File: src/rtl/memshare_coladdr_skid_buf_pkg.sv
// Shared configuration for the memShare column-address skid buffer:
// address width, allocation-sequence limit, derived widths and SKID select codes.
package memShare_config_pkg;

    localparam int COL_ADDR_W        = 8;
    localparam int MAX_ALLOC_SEQ_NUM = 3;

    // Pipeline-cycle index counts 0..MAX_ALLOC_SEQ_NUM
    localparam int PIPE_IDX_W = $clog2(MAX_ALLOC_SEQ_NUM + 1);

    // Stall-run counter must be able to hold MAX_ALLOC_SEQ_NUM+1
    localparam int RUN_W = $clog2(MAX_ALLOC_SEQ_NUM + 2);

    // Skid-controller select encoding
    localparam logic NOSKID = 1'b0;
    localparam logic SKID   = 1'b1;

    // Next pipeline-cycle index, wrapping MAX_ALLOC_SEQ_NUM back to 0
    function automatic logic [PIPE_IDX_W-1:0] next_pipe_idx(input logic [PIPE_IDX_W-1:0] idx);
        if (idx == PIPE_IDX_W'(MAX_ALLOC_SEQ_NUM)) begin
            return '0;
        end
        return idx + PIPE_IDX_W'(1);
    endfunction

endpackage

File: src/rtl/memshare_coladdr_skid_buf_skid_reg2.sv
// Generic 2-entry skid register: an output register plus one parking slot.
//
// Handshake: upstream beat is taken on a rising edge where i_valid && o_ready.
// o_ready is derived only from the parking slot being empty, so it never
// depends combinationally on i_valid or i_stall. Downstream beat leaves on an
// edge where o_valid && !i_stall. Entries leave in strict arrival order.
module memShare_skid_reg2
    import memShare_config_pkg::*;
#(
    parameter int W = COL_ADDR_W
) (
    input  logic         clk,
    input  logic         rst_n,
    input  logic [W-1:0] i_data,
    input  logic         i_valid,
    output logic         o_ready,
    input  logic         i_stall,
    output logic [W-1:0] o_data,
    output logic         o_valid,
    output logic [1:0]   o_occupancy
);

    logic [W-1:0] r_out_data;
    logic         r_out_valid;
    logic [W-1:0] r_skid_data;
    logic         r_skid_valid;

    logic w_push;
    logic w_xfer;
    logic w_load;

    // Handshake qualifiers; the output register reloads when empty or draining
    always_comb begin
        w_push = i_valid & ~r_skid_valid;
        w_xfer = r_out_valid & ~i_stall;
        w_load = ~r_out_valid | w_xfer;
    end

    // Output register: parked entry has priority over a fresh push
    always_ff @(posedge clk or negedge rst_n) begin
        if (!rst_n) begin
            r_out_data  <= '0;
            r_out_valid <= 1'b0;
        end else if (w_load) begin
            if (r_skid_valid) begin
                r_out_data  <= r_skid_data;
                r_out_valid <= 1'b1;
            end else if (w_push) begin
                r_out_data  <= i_data;
                r_out_valid <= 1'b1;
            end else begin
                r_out_valid <= 1'b0;
            end
        end
    end

    // Parking slot: fills on a push that cannot reach the stalled output,
    // empties when its entry moves into the output register
    always_ff @(posedge clk or negedge rst_n) begin
        if (!rst_n) begin
            r_skid_data  <= '0;
            r_skid_valid <= 1'b0;
        end else if (w_load) begin
            r_skid_valid <= 1'b0;
        end else if (w_push) begin
            r_skid_data  <= i_data;
            r_skid_valid <= 1'b1;
        end
    end

    // Status outputs
    always_comb begin
        o_ready     = ~r_skid_valid;
        o_data      = r_out_data;
        o_valid     = r_out_valid;
        o_occupancy = {1'b0, r_out_valid} + {1'b0, r_skid_valid};
    end

endmodule

File: src/rtl/memshare_coladdr_skid_buf.sv
// Column-address skid buffer between the SCU.memShare() address generator and
// the shared-memory address port. Adds pipeline-cycle index tracking and a
// sticky flag for stall runs exceeding the back-to-back limit.
module memshare_coladdr_skid_buf
    import memShare_config_pkg::*;
(
    input  logic                  sys_clk,
    input  logic                  rstn,
    input  logic [COL_ADDR_W-1:0] col_addr_i,
    input  logic                  col_addr_valid_i,
    output logic                  col_addr_ready_o,
    input  logic                  isColAddr_skid_i,
    input  logic                  scu_memShare_busy_i,
    input  logic                  pipeCycle_begin_i,
    output logic [COL_ADDR_W-1:0] mem_col_addr_o,
    output logic                  mem_col_addr_valid_o,
    output logic [1:0]            occupancy_o,
    output logic [PIPE_IDX_W-1:0] pipeCycle_idx_o,
    output logic                  drc_err_o
);

    localparam logic [RUN_W-1:0] RUN_LIMIT = RUN_W'(MAX_ALLOC_SEQ_NUM + 1);

    logic                  w_stall_eff;
    logic                  w_stall_hold;
    logic [RUN_W-1:0]      w_run_next;
    logic [PIPE_IDX_W-1:0] r_pipe_idx;
    logic [RUN_W-1:0]      r_stall_run;
    logic                  r_drc_err;

    // SKID only means anything while memShare is running
    always_comb begin
        w_stall_eff  = (isColAddr_skid_i == SKID) & scu_memShare_busy_i;
        w_stall_hold = w_stall_eff & mem_col_addr_valid_o;
    end

    memShare_skid_reg2 #(
        .W(COL_ADDR_W)
    ) u_skid_reg2 (
        .clk         (sys_clk),
        .rst_n       (rstn),
        .i_data      (col_addr_i),
        .i_valid     (col_addr_valid_i),
        .o_ready     (col_addr_ready_o),
        .i_stall     (w_stall_eff),
        .o_data      (mem_col_addr_o),
        .o_valid     (mem_col_addr_valid_o),
        .o_occupancy (occupancy_o)
    );

    // Pipeline-cycle index: advances on begin pulses, parked at 0 when idle
    always_ff @(posedge sys_clk or negedge rstn) begin
        if (!rstn) begin
            r_pipe_idx <= '0;
        end else if (!scu_memShare_busy_i) begin
            r_pipe_idx <= '0;
        end else if (pipeCycle_begin_i) begin
            r_pipe_idx <= next_pipe_idx(r_pipe_idx);
        end
    end

    // Next stall-run length: grows while a valid output is held, saturates
    always_comb begin
        w_run_next = '0;
        if (w_stall_hold) begin
            w_run_next = (r_stall_run == RUN_LIMIT) ? r_stall_run : r_stall_run + RUN_W'(1);
        end
    end

    // Stall-run counter and sticky violation flag
    always_ff @(posedge sys_clk or negedge rstn) begin
        if (!rstn) begin
            r_stall_run <= '0;
            r_drc_err   <= 1'b0;
        end else begin
            r_stall_run <= w_run_next;
            if (w_run_next == RUN_LIMIT) begin
                r_drc_err <= 1'b1;
            end
        end
    end

    // Status outputs
    always_comb begin
        pipeCycle_idx_o = r_pipe_idx;
        drc_err_o       = r_drc_err;
    end

endmodule
File: config.mk
export PLATFORM = sky130hd
export DESIGN_NAME = memshare_coladdr_skid_buf
export DESIGN_NICKNAME = d
export VERILOG_FILES = /design/src/rtl/memshare_coladdr_skid_buf_pkg.sv /design/src/rtl/memshare_coladdr_skid_buf_skid_reg2.sv /design/src/rtl/memshare_coladdr_skid_buf.sv
export SDC_FILE = /design/constraint.sdc
export NUM_CORES = 1
export LEC_CHECK = 0
export BUFFER_PORTS_ARGS = -buffer_cell sky130_fd_sc_hd__buf_2
export CELL_PAD_IN_SITES_DETAIL_PLACEMENT = 0
export CELL_PAD_IN_SITES_GLOBAL_PLACEMENT = 1
export CORE_ASPECT_RATIO = 1.75
export CORE_UTILIZATION = 46
export CTS_BUF_LIST = sky130_fd_sc_hd__clkbuf_4
export DETAILED_ROUTE_END_ITERATION = 10
export GPL_TIMING_DRIVEN = 0
export PLACE_DENSITY = 0.87
export SYNTH_ARGS = -nofsm -noshare
export SYNTH_HDL_FRONTEND = slang
export SYNTH_SLANG_ARGS = --single-unit
File: constraint.sdc
create_clock -name sys_clk -period 3.3 [get_ports sys_clk]
set_clock_uncertainty 0.15 [all_clocks]
set_input_delay 0.99 -clock sys_clk [delete_from_list [all_inputs] [get_ports sys_clk]]
set_output_delay 0.99 -clock sys_clk [all_outputs]
set_load 0.1 [all_outputs]
==> run_results.csv, run 1 <==
group,metric,value,unit
sta,worst_pin_slew,0.556,ns
global_routing,grt_usage,15.8,%
critical_path,crit_path_end_kind,"output pin",
critical_path,critPathSlowestCell,"dfrtp_1",
global_routing,grt_antenna_before_repair,0,
sta,fin_setup_tns,0,ns
logic_synthesis,yosysSeqAreaShare,54.0,%
global_routing,grt_pass1_vias,742,
placement,portBuffers,28,
logic_synthesis,yosys_warnings,0,
run_status,outcome,"finished, final reports clean",
route,drcViolationCount,0,
worst_hold_path,hold_path_depth,2,
worst_hold_path,min_delay_worst_endpoint,"drc_err_o$_DFFE_PN0N_",
logic_synthesis,ys_top_cells_by_count,"dfrtp_1 (24), mux2_2 (24), nor2_1 (7)",
logic_synthesis,yosys-mux-area-fraction,27.0,%
layout,drive_gt1_share,52.2,%
logic_synthesis,yosys.area_share.simple,9.56,%
power_and_ir_drop,finalPower,751,µW
logic_synthesis,yosys.area.top_type_share,54.0,%
route,vias_per_cell,5.19,
power_and_ir_drop,combPwrFrac,36.3,%
power_and_ir_drop,p_seq_share,48.2,%
layout,design_area,1310,µm²
critical_path,cp_max_fo,4,
logic_synthesis,synth_compound_area_share,2.36,%
sta,maxSlewViolCount,0,
sta,slew_headroom,62.8,%
sta,max_freq,384,MHz
power_and_ir_drop,switching_share,40.1,%
sta,period_share,79.0,%
power_and_ir_drop,powerDensity,575,nW/µm²
cts,cts.htree.levels,1,
logic_synthesis,synth_xor_area_share,0.787,%
critical_path,max_stage_delay,0.46,ns
global_routing,grt_pass1_wl,2930,µm
route,vias,716,
layout,multi_input_area,492,µm²
critical_path,cp-start-kind,"register",
worst_hold_path,min_from,"drc_err_o$_DFFE_PN0N_",
cts,cts_buffer_depth,2,
logic_synthesis,ys_top_cells_by_area,"dfrtp_1 (54%), mux2_2 (24%), ha_1 (4.5%)",
logic_synthesis,synth.avg_cell_area,13.6,µm²
layout,seqCellArea,601,µm²
critical_path,r2r_cells,3,
die,die_h,67.1,µm
logic_synthesis,synthAdderAreaFrac,4.50,%
die,rows,23,
power_and_ir_drop,leakagePower,0.618,nW
critical_path,cp.required,2.16,ns
critical_path,critPathArrivalTime,1.47,ns
layout,fillers,202,
global_routing,grt_max_degree,25,
global_routing,overflow,0,
critical_path,r2r-end,"u_skid_reg2.r_skid_data[6]$_DFFE_PN0P_",
die,dieArea,2630,µm²
sta,setup_viol,0,
power_and_ir_drop,p_int,450,µW
cts,worstSkewPairLatency,0.29,ns
sta,rsz0062_at_grt,"false",
cts,root_buffer,"clkbuf_4",
cts,cts_buffers,3,
cts,hold_buffers,0,
critical_path,crit_type,"reg -> out",
logic_synthesis,synth_area,1110,µm²
cts,cts_resized,0,
cts,cts_tree,"built",
cts,post_cts_buffers,0,
critical_path,path_cells,"ha_1 > buf_2",
die,io_pins,29,
logic_synthesis,synth.largest_area_cell,"dfrtp_1",
route,drt_iter0_drc,4,
logic_synthesis,synth_top_family_by_area,"multiplexers",
sta,hold_violations,0,
cts,clk_pin_slew,0.11,ns
logic_synthesis,synthArstFlopShare,100,%
route,first_pass_iters,4,
logic_synthesis,synth.net_count,100,
die,die_w,39.2,µm
job,drv_cap,0,
placement,place_area,1280,µm²
route,wl_per_cell,12.8,µm
cts,cts.sinks,24,
logic_synthesis,synth_edf_count,0,
layout,fin_nets,133,
placement,finalWeightedCongestion,0.676,
layout,area_delta_synth_final,17.4,%
die,core-area,2270,µm²
die,start_util,48.9,%
route,wirelength,1770,µm
power_and_ir_drop,power.switching,301,µW
sta,finalCriticalPeriod,2.61,ns
logic_synthesis,synth-seq-cells,24,
power_and_ir_drop,ir_drop,0.344,mV
logic_synthesis,yosysUniqueCellTypes,17,
power_and_ir_drop,power_frac_clock,15.5,%
worst_hold_path,min_path_type,"reg -> reg",
critical_path,rrSetupSlack,1.57,ns
logic_synthesis,synth_cells,82,
layout,antenna_cells,0,
placement,dp.final_hpwl,1400,µm
logic_synthesis,yosys_most_used_dff,"dfrtp_1",
route,postRouteAntennaNets,0,
critical_path,crit-reg2reg-launch,"u_skid_reg2.r_skid_valid$_DFFE_PN0P_",
critical path, delay by kind of cell, from the launching register on:
kind                       cells  cell delay [ns]
adders and majority gates      1             0.30
DFF                            1             0.46
buffers and inverters          1             0.41
how the worst max path moves through the flow:
stage	startpoint	endpoint	slack, ns	cells past startpoint
2_1_floorplan	u_skid_reg2.o_valid$_DFFE_PN0N_	occupancy_o[1]	0.24	1
3_3_place_gp	scu_memShare_busy_i	u_skid_reg2.r_skid_data[6]$_DFFE_PN0P_	0.92	4
3_5_place_dp	scu_memShare_busy_i	u_skid_reg2.r_skid_data[6]$_DFFE_PN0P_	0.87	4
4_1_cts	u_skid_reg2.o_valid$_DFFE_PN0N_	occupancy_o[0]	0.67	2
5_1_grt	u_skid_reg2.o_valid$_DFFE_PN0N_	occupancy_o[0]	0.64	2
6_report	u_skid_reg2.o_valid$_DFFE_PN0N_	occupancy_o[0]	0.69	2
metal layers:
metal / vias to the layer above / GRT usage (%) / wire, µm
met5: - / 0 / 0
met4: 0 / 6.47 / 10
met3: 2 / 2.00 / 88
met2: 20 / 28.5 / 941
met1: 346 / 17.4 / 728
li1: 348 / - / -
cell usage in the layout (no fill, tap or decap), drive strengths merged:
cell / count
clkbuf: 3
buf: 29
a21oi: 1
nor2: 7
nand2: 4
ha: 4
nor2b: 3
nor3b: 1
nand3: 2
o41ai: 1
inv: 4
nor3: 1
mux2i: 3
a31oi: 1
mux2: 24
xnor2: 1
dfrtp: 24
sequential cells by signal (all words and copies together) (netlist names):
name / count
u_skid_reg2.r_skid_valid: 1
r_stall_run: 3
u_skid_reg2.r_skid_data: 8
drc_err_o: 1
u_skid_reg2.o_valid: 1
u_skid_reg2.o_data: 8
pipeCycle_idx_o: 2
logic make-up (layout without fill, tap and decap cells):
| group | count (synthesis) | in the layout |
|---|---|---|
| flops | 24 | 24 |
| buf+inv | 5 | 36 |
| simple gates | 18 | 18 |
| compound gates | 3 | 3 |
| xor+xnor | 1 | 1 |
| mux | 27 | 27 |
| fa+ha+maj | 4 | 4 |
power groups by stage:
stage               clock network [mW]  logic, mW  registers [mW]
global route                     0.135      0.287           0.368
detailed placement                   0      0.276           0.368
finish                           0.117      0.273           0.362
CTS                              0.126      0.276           0.362
global placement                     0      0.270           0.364
floorplan                            0     0.0853           0.504
area by class of cell:
type	instances	area share, %
plain buffers	1	0.383
inverters	4	1.15
repair buffers	28	10.7
well taps	25	2.39
multi-input cells	53	37.6
clock buffers	3	1.72
flip-flops and latches	24	46.0
through the flow:
| stage | setup slack (ns) | hold WS (ns) | std cells | util (%) |
|---|---|---|---|---|
| floorplan | 0.239 | 0.325 | 82 | - |
| global placement | 0.919 | 0.291 | 135 | 56.5 |
| detailed placement | 0.865 | 0.314 | 135 | 56.5 |
| CTS | 0.675 | 0.342 | 138 | 57.5 |
| global route | 0.641 | 0.358 | 138 | 57.5 |
| finish | 0.693 | 0.337 | 138 | 57.5 |
No activity file was read; power rests on OpenSTA's default activity.
==> inputs of run 2 (changes only) <==
CORE_UTILIZATION = 43   (was 46)
PLACE_DENSITY = 0.82   (was 0.87)
clock period = 2.6 ns   (was 3.3 ns; I/O delays follow)
==> run 2 against run 1 <==
Via count rose by 1.5%. Global-route usage is 0.26 points lower. Combinational power up 27%. Wire length grew 3.3%. Clock power increased by 33%. Critical path type unchanged. First-iteration DRC count increased to 2.8 times the previous value. Total power rose by 28%. Cell area is 0.67% higher. Largest cell class unchanged. Setup slack worse by 0.52 ns. Highest routed layer unchanged. Sequential share of layout area decreased by 0.21 points. Final cell count increased by 1.4%. Critical path depth is the same.
==> run_results.csv, run 2 (synthesis results as in run 1) <==
group,metric,value,unit
cts,cts_buffer_depth,2,
layout,antenna_cells,0,
layout,final_common_cell,"buf_2",
cts,clk_pin_slew,0.12,ns
placement,portBuffers,28,
critical_path,crit_path_end_kind,"output pin",
route,postRouteAntennaNets,0,
critical_path,cp.required,1.67,ns
layout,area_delta_synth_final,18.2,%
die,io_pins,29,
sta,fin_setup_tns,0,ns
die,start_util,45.2,%
global_routing,met1_usage,17.7,%
cts,cts_tree,"built",
sta,max_freq,412,MHz
placement,placed_cells,136,
global_routing,grt-busiest-layer,"met2",
critical_path,crit_type,"reg -> out",
route,wl_per_cell,13.1,µm
sta,period_share,93.3,%
sta,hold_violations,0,
global_routing,grt_max_degree,25,
power_and_ir_drop,finalPower,961,µW
worst_hold_path,min_path_type,"in -> async",
critical_path,cp-start-kind,"register",
placement,dp.final_hpwl,1460,µm
global_routing,grt_antenna_before_repair,0,
job,drv_cap,0,
cts,cts_buffers,3,
critical_path,rrSetupSlack,0.88,ns
global_routing,grt_usage,15.5,%
global_routing,grt_pass1_vias,772,
critical_path,critPathArrivalTime,1.50,ns
route,first_pass_iters,4,
die,die_w,40.4,µm
layout,layout_common_cells,"buf_2 (29), mux2_2 (24), dfrtp_1 (23)",
sta,finalCriticalPeriod,2.43,ns
sta,worst_pin_slew,0.572,ns
power_and_ir_drop,leakagePower,0.617,nW
cts,cts.htree.levels,1,
sta,rsz0062_at_grt,"false",
cts,post_cts_buffers,0,
die,rows,24,
sta,setup_viol,0,
cts,cts_resized,0,
route,drt_iter0_drc,11,
global_routing,grt_pass1_wl,3150,µm
run_status,outcome,"finished, final reports clean",
global_routing,overflow,0,
layout,design_area,1320,µm²
power_and_ir_drop,ir_drop,0.321,mV
route,drcViolationCount,0,
layout,fin_nets,133,
layout,drive_gt1_share,53.5,%
sta,maxSlewViolCount,0,
global_routing,use_met2,27.5,%
cts,worstSkewPairLatency,0.30,ns
layout,fillers,219,
die,die_h,69.3,µm
cts,root_buffer,"clkbuf_4",
cts,hold_buffers,0,
power_and_ir_drop,powerDensity,731,nW/µm²
route,vias_per_cell,5.19,
die,dieArea,2800,µm²
sta,slew_headroom,61.8,%
placement,place_area,1290,µm²
layout,stdcell_count,140,
cts,cts.sinks,24,
die,core-area,2460,µm²
critical_path,cp_max_fo,4,
placement,finalWeightedCongestion,0.664,
route,vias,727,
global_routing,met3_usage,1.92,%
critical_path,r2r_cells,3,
route,wirelength,1830,µm
run 2: cell types whose count changed in the layout (fill, tap and decap cells not counted):
cell,previous run,this run
dfrtp_1,24,23
dfrtp_2,0,1
ha_2,0,1
clkinv_1,0,1
ha_1,4,3
run 2: cell type report:
class                      count  area (µm²)  share of cell area (%)
timing repair buffer          28         140                    10.7
clock inverter                 1        3.75                   0.285
sequential                    24         602                    45.8
tap                           26        32.5                    2.47
buffer                         1        5.00                   0.381
multi-input combinational     53         494                    37.6
clock buffer                   3        22.5                    1.71
inverter                       4        15.0                    1.14
run 2: layer usage:
metal / routed length [µm] / share of wire, % / vias up
met4: 15 / 0.82 / 0
met2: 1020 / 56 / 16
met1: 718 / 39 / 360
met3: 77 / 4.2 / 2
li1: - / - / 349
met5: 0 / 0 / -
run 2: where the power goes:
group / switching [mW] / total (mW) / internal [mW]
registers: 0.0294 / 0.459 / 0.430
clock network: 0.100 / 0.156 / 0.0558
logic: 0.258 / 0.346 / 0.0876
total: 0.388 / 0.961 / 0.573
run 2: metrics by stage:
step	utilization, %	hold WS [ns]	setup WS (ns)
floorplan	-	0.325	0.318
global placement	52.3	0.292	0.404
detailed placement	52.3	0.306	0.391
CTS	53.4	0.289	0.161
global route	53.4	0.310	0.129
finish	53.4	0.279	0.174
run 2: path summary, 6_finish.rpt:
check	start	endpoint
max in group asynchronous	rstn	u_skid_reg2.o_valid$_DFFE_PN0N_
setup / recovery	u_skid_reg2.o_valid$_DFFE_PN0N_	occupancy_o[0]
setup reg to reg	u_skid_reg2.r_skid_valid$_DFFE_PN0P_	u_skid_reg2.r_skid_data[0]$_DFFE_PN0P_
hold / removal	rstn	u_skid_reg2.r_skid_data[2]$_DFFE_PN0P_
min in group sys_clk	drc_err_o$_DFFE_PN0N_	drc_err_o$_DFFE_PN0N_
hold reg to reg	drc_err_o$_DFFE_PN0N_	drc_err_o$_DFFE_PN0N_
run 2: critical path: stages (launching register included):
cell,delay [ns]
dfrtp_2,0.46
ha_2,0.32
buf_2,0.41
